## src/rtl/cpu_types_pkg.sv

```systemverilog
// Shared CPU types: data widths, next-PC select encoding and fetch FSM states.
package cpu_types_pkg;

  typedef logic [31:0] word_t;
  typedef logic [4:0]  regbits_t;

  typedef enum logic [1:0] {
    PCSRC_PC4    = 2'b00,
    PCSRC_BRANCH = 2'b01,
    PCSRC_JUMP   = 2'b10,
    PCSRC_JR     = 2'b11
  } pcsrc_t;

  typedef enum logic [1:0] {
    FETCH    = 2'b00,
    REDIRECT = 2'b01,
    HALTED   = 2'b10
  } fetch_state_t;

  // An all-zero word decodes as a nop, so it doubles as the bubble pattern.
  localparam word_t NOP_INSTR = 32'h0000_0000;
  localparam word_t PC_STEP   = 32'd4;

endpackage

```

## src/rtl/ifid_latch.sv

```systemverilog
// IF/ID pipeline register with flush > pause > load > bubble priority.
module ifid_latch
  import cpu_types_pkg::*;
(
  input  logic        CLK,
  input  logic        RST,
  input  logic        i_flush,
  input  logic        i_pause,
  input  logic        i_load,
  input  logic [31:0] i_instr,
  input  logic [31:0] i_npc,
  output logic [31:0] o_instr,
  output logic [31:0] o_npc,
  output logic        o_valid
);

  word_t r_instr;
  word_t r_npc;
  logic  r_valid;

  // Update the IF/ID contents; a bubble keeps npc since it is meaningless when invalid.
  always_ff @(posedge CLK or posedge RST) begin
    if (RST) begin
      r_instr <= NOP_INSTR;
      r_npc   <= '0;
      r_valid <= 1'b0;
    end else if (i_flush) begin
      r_instr <= NOP_INSTR;
      r_npc   <= '0;
      r_valid <= 1'b0;
    end else if (i_pause) begin
      r_instr <= r_instr;
      r_npc   <= r_npc;
      r_valid <= r_valid;
    end else if (i_load) begin
      r_instr <= i_instr;
      r_npc   <= i_npc;
      r_valid <= 1'b1;
    end else begin
      r_instr <= NOP_INSTR;
      r_valid <= 1'b0;
    end
  end

  assign o_instr = r_instr;
  assign o_npc   = r_npc;
  assign o_valid = r_valid;

endmodule

```

## src/rtl/fetch_stage.sv

```systemverilog
// Instruction fetch: PC register, next-PC mux, redirect/halt FSM and IF/ID register.
module fetch_stage
  import cpu_types_pkg::*;
#(
  parameter logic [31:0] PC_INIT = 32'h0000_0000
) (
  input  logic        CLK,
  input  logic        RST,
  input  logic        pc_enable,
  input  logic        flush,
  input  logic        ifid_pause,
  input  logic [1:0]  PCsrc,
  input  logic [31:0] branch_addr,
  input  logic [31:0] jump_addr,
  input  logic [31:0] jr_addr,
  input  logic        halt,
  input  logic        ihit,
  input  logic [31:0] iload,
  output logic        imemREN,
  output logic [31:0] imemaddr,
  output logic [31:0] ifid_instr,
  output logic [31:0] ifid_npc,
  output logic        ifid_valid,
  output logic [4:0]  ifid_rs_out,
  output logic [4:0]  ifid_rt_out
);

  fetch_state_t r_state;
  fetch_state_t w_state_next;
  word_t        r_pc;
  word_t        w_pc_next;
  word_t        r_redirect;
  word_t        w_redirect_next;
  word_t        w_pc_plus4;
  word_t        w_sel_pc;
  logic         w_ifid_load;
  word_t        w_ifid_instr;

  assign w_pc_plus4 = r_pc + PC_STEP;

  // Select the candidate next PC from the PCsrc encoding.
  always_comb begin
    w_sel_pc = w_pc_plus4;
    case (pcsrc_t'(PCsrc))
      PCSRC_PC4:    w_sel_pc = w_pc_plus4;
      PCSRC_BRANCH: w_sel_pc = branch_addr;
      PCSRC_JUMP:   w_sel_pc = jump_addr;
      PCSRC_JR:     w_sel_pc = jr_addr;
    endcase
  end

  // Next-state logic: a redirect during a miss is parked until the miss resolves; halt wins.
  always_comb begin
    w_state_next    = r_state;
    w_pc_next       = r_pc;
    w_redirect_next = r_redirect;
    case (r_state)
      FETCH: begin
        if (ihit && pc_enable) begin
          w_pc_next = w_sel_pc;
        end else if (flush && (PCsrc != PCSRC_PC4) && !ihit) begin
          w_redirect_next = w_sel_pc;
          w_state_next    = REDIRECT;
        end
      end
      REDIRECT: begin
        if (ihit) begin
          w_pc_next    = r_redirect;
          w_state_next = FETCH;
        end
      end
      HALTED: begin
        w_state_next = HALTED;
      end
      default: begin
        w_state_next = FETCH;
      end
    endcase
    if (halt) begin
      w_state_next    = HALTED;
      w_pc_next       = r_pc;
      w_redirect_next = r_redirect;
    end
  end

  // State, PC and parked redirect target registers.
  always_ff @(posedge CLK or posedge RST) begin
    if (RST) begin
      r_state    <= FETCH;
      r_pc       <= PC_INIT;
      r_redirect <= '0;
    end else begin
      r_state    <= w_state_next;
      r_pc       <= w_pc_next;
      r_redirect <= w_redirect_next;
    end
  end

  // Only a hit for the PC actually being fetched is a valid instruction.
  assign w_ifid_load = ihit && (r_state == FETCH);

  ifid_latch u_ifid (
    .CLK     (CLK),
    .RST     (RST),
    .i_flush (flush),
    .i_pause (ifid_pause),
    .i_load  (w_ifid_load),
    .i_instr (iload),
    .i_npc   (w_pc_plus4),
    .o_instr (w_ifid_instr),
    .o_npc   (ifid_npc),
    .o_valid (ifid_valid)
  );

  assign ifid_instr  = w_ifid_instr;
  assign ifid_rs_out = w_ifid_instr[25:21];
  assign ifid_rt_out = w_ifid_instr[20:16];
  assign imemaddr    = r_pc;
  assign imemREN     = (r_state != HALTED);

endmodule
```

## config.mk

```make
export PLATFORM = sky130hd
export DESIGN_NAME = fetch_stage
export DESIGN_NICKNAME = d
export VERILOG_FILES = /design/src/rtl/cpu_types_pkg.sv /design/src/rtl/ifid_latch.sv /design/src/rtl/fetch_stage.sv
export SDC_FILE = /design/constraint.sdc
export NUM_CORES = 1
export LEC_CHECK = 0
export CORE_MARGIN = 3
export CORE_UTILIZATION = 35
export DETAILED_ROUTE_END_ITERATION = 12
export GPL_ROUTABILITY_DRIVEN = 0
export PLACE_DENSITY_LB_ADDON = 0.25
export RECOVER_POWER = 50
export SLEW_MARGIN = 15
export SYNTH_ARGS = -nofsm -noshare
export SYNTH_HDL_FRONTEND = slang
export SYNTH_SLANG_ARGS = --single-unit
```

## constraint.sdc

```tcl
create_clock -name CLK -period 9.9 [get_ports CLK]
set_clock_uncertainty 0.05 [all_clocks]
set_input_delay 2.97 -clock CLK [delete_from_list [all_inputs] [get_ports CLK]]
set_output_delay 2.97 -clock CLK [all_outputs]
set_load 0.01 [all_outputs]
```

## After elaboration in Yosys (flattened, before gate mapping)

Cells that the tools add are included.

| operators by class | value |
|---|---|
| bitwise gates (word level) | 2 |
| reduce and logical (&&, ||, !) cells | 14 |
| equality and inequality tests | 12 |
| muxes and demuxes | 18 |
| $add $sub $neg | 1 |

Operators by type and width:

| kind | number |
|---|---|
| $mux 32 | 8 |
| $pmux 32 s4 | 1 |
| $pmux 32 s2 | 1 |
| $add 32x3->32 const B | 1 |
| $ne 3x3->1 const B | 3 |
| $mux 2 | 4 |
| $ne 2x2->1 const B | 4 |
| $reduce_and 4->1 | 2 |
| $eq 2x2->1 const B | 3 |
| $pmux 2 s3 | 1 |
| $reduce_bool 2->1 | 3 |
| $eq 2x1->1 const B | 2 |
| $logic_and 1x1->1 | 4 |
| $logic_not 2->1 | 2 |
| $mux 1 | 3 |
| $reduce_and 3->1 | 1 |
| $not 1->1 | 2 |
| $reduce_and 2->1 | 1 |
| $logic_not 1->1 | 1 |

| word-level totals | value |
|---|---|
| output and inout bits | 108 |
| word-level logic and storage cells | 53 |
| input port bits | 137 |
| bits in registers | 131 |

## Depth between registers and ports, before layout

| logic depth | value |
|---|---|
| depth in word-level cells | 7 |
| gate-level depth with buffers | 7 |
| mapped depth without buffers | 6 |

## Cells and area by module

Synthesis repeated with hierarchy kept, for this count alone.

| unflattened totals | value |
|---|---|
| cell total of the unflattened synthesis | 787 |
| area total of the unflattened synthesis | 7588.5 sq um |

By module, submodules not included:

| module | area each (sq um) | sequential area each (sq um) | times used | cells an instance |
|---|---|---|---|---|
| fetch_stage | 4554.4 | 1651.6 | 1 | 515 |
| ifid_latch | 3034.2 | 1626.6 | 1 | 272 |

## Worst setup path before layout

Ideal clock, no wire load.

| path | value |
|---|---|
| path kind | input-to-reg |
| start | input flush |
| end | register r_redirect[13] |
| setup time | 0.125 ns |
| arrival | 4.260 ns |
| cell stages on the path | 5 |
| required time | 9.725 ns |
| path buffers | 2 |
| slack | 5.466 ns |
| cells stage by stage | clkbuf_1 > nor3b_1 > and3_1 > clkbuf_1 > mux2_2 |

| on the way | value |
|---|---|
| word-level cells in the longest chain between the ends | 3 |

Ends and longest elaborated chain:

| element | RTL line | source |
|---|---|---|
| from (decl) | fetch_stage.sv:10 | `input logic flush,` |
| $logic_and 1x1->1 (2 in a row) | fetch_stage.sv:61 | `end else if (flush && (PCsrc != PCSRC_PC4) && !ihit) begin` |
| $reduce_and 4->1 (no line) | n/a |  |
| to (signal assigned) | fetch_stage.sv:95 | `r_redirect <= w_redirect_next;` |
| to (decl) | fetch_stage.sv:32 | `word_t r_redirect;` |

No other way between the ends.
A chain may end at the register's enable or synchronous reset.

## Final worst setup path

| path | value |
|---|---|
| start | input halt |
| end | register r_pc[18] (netlist: imemaddr[18]) |

| on the way | value |
|---|---|
| word-level cells in the longest chain between the ends | 2 |

Ends and longest elaborated chain:

| element | RTL line | source |
|---|---|---|
| from (decl) | fetch_stage.sv:16 | `input logic halt,` |
| $not 1->1 (no line) | n/a |  |
| $reduce_and 4->1 (no line) | n/a |  |
| to (signal assigned) | fetch_stage.sv:94 | `r_pc <= w_pc_next;` |
| to (decl) | fetch_stage.sv:30 | `word_t r_pc;` |

No other way between the ends.

==> impl_summary.log <==
INFO  metric report.final.hold_viol_count = 0
INFO  metric postSynthCellCount = 702
INFO  metric synth.ff_latch_count = 131
INFO  metric global_route.usage.total = 0.208
INFO  metric htree_num_levels = 4
INFO  metric leading_cell_type_in_the_layout_fill_and_taps_excluded = clkdlybuf4s50_1
INFO  metric buffer_levels_on_the_longest_clock_path = 2
INFO  metric grt_most_used_layer = met2
INFO  metric cts_root_buf = clkbuf_16
INFO  metric met2_global_route_usage = 0.315
INFO  metric fin_hold_ws = between 0.4 and 0.5 ns
INFO  metric critical-path-max-stage-delay = 1.47 ns
INFO  metric tns = 0 ns
INFO  metric synth_top_area_frac = 0.479
INFO  metric layout.nets = roughly 1100
INFO  metric type_of_the_most_critical_hold_path = register to register
INFO  metric gr-total-overflow = 0
INFO  metric crit_path_cell_chain = dlygate4sd3_1 > nor2_1 > o211a_1 > clkbuf_1 > nand2_1 > a211o_1 > nand3_2
INFO  metric timing.critical_path.max_delay_family = buffers and inverters
INFO  metric ir_drop = 0.0958 mV
INFO  metric routed-via-count = roughly 6200
INFO  metric grt_pass1_wl = 35100 µm
INFO  metric drt-vias-per-instance = between 5 and 6
INFO  metric end_kind = register
INFO  metric synthesis.nets = 840
INFO  metric die-width = roughly 150 µm
INFO  metric finalMaxSlewViolations = between 150 and 200
INFO  metric die-height = approximately 150 µm
INFO  metric cts.sinks = ~130
INFO  metric category_of_the_critical_setup_timing_path = input port to register
INFO  metric placement_rows = 50
INFO  metric timing.final.crit_share = 0.643
INFO  metric status = finished, violations left
INFO  metric tritoncts = yes
INFO  metric grt_max_degree = between 60 and 70
INFO  metric flow.area_growth_from_synthesis = 46.3%
INFO  metric synth_sequential_area_ratio = 0.479
INFO  metric initialDrtViolationCount = 313
INFO  metric post_synth_num_cell_types = 60
INFO  metric maxCapViolations = 3
INFO  metric dp.cells = around 1200
INFO  metric routed_wl = ~22000 µm
INFO  metric timing.critical_path.buf_inv = 2
INFO  metric synth_edf_count = 0
INFO  metric clock_latency = around 0.41 ns
INFO  metric antenna_cells_inserted = 0
INFO  metric crit_required = approximately 10 ns
INFO  metric yosysWarningCount = 0
INFO  metric post-route-drc-count = 0
INFO  metric final_non_filler_cells = around 1200
INFO  metric design_power_total = ~1.3 mW
INFO  metric cts_inserted_buffers = 17
INFO  metric mean_area_per_synthesized_cell = between 9 and 10 µm²
INFO  metric mappedNetlistArea = 6840 µm²
INFO  metric drt-pass1-iter-count = 4
INFO  metric pleak = ~4.4 nW
INFO  metric portBuffers = approximately 240
INFO  metric vias_in_the_first_global_route = 6061
INFO  metric critical_path.max_fanout = 47
INFO  metric synth_async_sr_flop_share = 1.00
INFO  metric post-route-util = 0.528
INFO  metric fmax = approximately 0.16 GHz
INFO  metric worst_pin_slew = around 3.0 ns
INFO  metric cp.arrival = roughly 6.7 ns
INFO  metric post-route-min-period = roughly 6.4 ns
INFO  metric post-cts-setup-buffers = 0
INFO  metric die_area = between 20000 and 25000 µm²
INFO  metric number_of_top_level_pins = between 200 and 250
INFO  metric grtUsageMet3 = 0.0595
INFO  metric hold_buffers = 0
INFO  metric worstSetupStartpointType = input port
INFO  metric cts-resized-gates = 0
INFO  metric wire_per_inst = around 19 µm
INFO  metric post_route_cells_drive_above_1_share = 0.0894
INFO  metric slew-limit-headroom = -1.01
INFO  metric failed_checks = capacitance limit, slew limit
INFO  metric yosys_most_used_dff = dfrtp_1
INFO  metric synth.area.top_cells = dfrtp_1, nand2_1, a22o_1, nor2_1, mux2_2
INFO  metric clk_transition_reported_paths = 0.06 ns
INFO  metric initial_core_util = 0.361
INFO  metric core = approximately 19000 µm²
INFO  metric layout.cells.most_common_list = clkdlybuf4s50_1, dfrtp_1, dlygate4sd3_1
INFO  metric grt_setup_unrepaired = no
INFO  metric finalSetupViolCount = 0
INFO  metric grt_antenna_before_repair = 1
INFO  metric synth.largest_area_cell = dfrtp_1
INFO  metric global_route_met1_usage = 0.293
INFO  metric cell_at_the_slowest_stage_of_the_critical_path = clkbuf_1
INFO  metric p_per_area = approximately 130 nW/µm²
INFO  metric hpwl = 16000 µm
INFO  metric postRouteAntennaNets = 0
==> report_power, final <==
| part | internal [mW] | switching (mW) |
|---|---|---|
| logic | 0.0812 | 0.0628 |
| clock network | 0.406 | 0.232 |
| registers | 0.542 | 0.00984 |
| total | 1.03 | 0.305 |
==> sequential cells by signal (all words and copies together) (netlist names) <==
name	cells
r_state	2
r_redirect	32
imemaddr	32
u_ifid.o_valid	1
u_ifid.o_instr	32
u_ifid.o_npc	32
==> final cells by class <==
| type | count | area (µm²) |
|---|---|---|
| well taps | 260 | 325 |
| clock inverters | 10 | 133 |
| flip-flops and latches | 131 | 3280 |
| clock buffers | 21 | 460 |
| inverters | 14 | 53.8 |
| repair buffers | 258 | 2530 |
| fillers | 1741 | 8940 |
| multi-input cells | 494 | 3230 |
==> routing by layer <==
metal	up-vias	wire length (µm)
li1	2977	-
met1	2952	10000
met2	285	9960
met3	28	1810
met4	2	292
met5	-	13
==> final timing paths <==
check,start,end,slack [ns],cells after the start
max in group asynchronous,RST,imemaddr[5],4.13,3
min reg2reg,r_redirect[7],r_redirect[7],0.42,1
min,r_redirect[7],r_redirect[7],0.42,1
max,halt,imemaddr[18],3.53,7
max reg2reg,r_state[1],imemaddr[18],6.24,6
min in group asynchronous,RST,u_ifid.o_instr[14],3.82,2
==> stage by stage <==
stage          setup WS (ns)  area, µm²
6_report                3.53      10000
5_1_grt                 3.23      10000
4_1_cts                 4.96      10000
3_5_place_dp            4.52       9440
3_3_place_gp            4.60       9440
2_1_floorplan           3.38       6840
==> Yosys cell counts, types with 7 or more instances <==
library cell / number
a211oi_1: 22
a21oi_1: 24
a22o_1: 32
a31oi_1: 15
and3_1: 12
buf_4: 10
clkbuf_1: 45
dfrtp_1: 131
inv_1: 14
mux2_2: 20
mux2i_1: 14
nand2_1: 76
nand2b_1: 10
nand3_1: 19
nand4_1: 7
nor2_1: 70
nor3_1: 12
o21ai_0: 43
o22ai_1: 13
xnor2_1: 14
xor2_1: 12
==> worst reg2reg max path, stage by stage (launching register included) <==
cell,delay [ns]
dfrtp_1,0.44
nor2_1,0.17
o211a_1,0.16
clkbuf_1,1.47
nand2_1,0.77
a211o_1,0.46
nand3_2,0.07
==> cells by family (layout without fill, tap and decap cells) <==
group | Yosys count | count (layout) | share of synthesized area
buffers and inverters | 77 | 303 | 0.0499
AO/OA/AOI/OAI | 191 | 191 | 0.193
AND/OR/NAND/NOR | 237 | 237 | 0.173
flip-flops | 131 | 131 | 0.479
adder cells (fa/ha/maj) | 1 | 1 | 0.00183
multiplexers | 39 | 39 | 0.0698
XOR/XNOR | 26 | 26 | 0.0333
(Power assumes the default switching activity.)
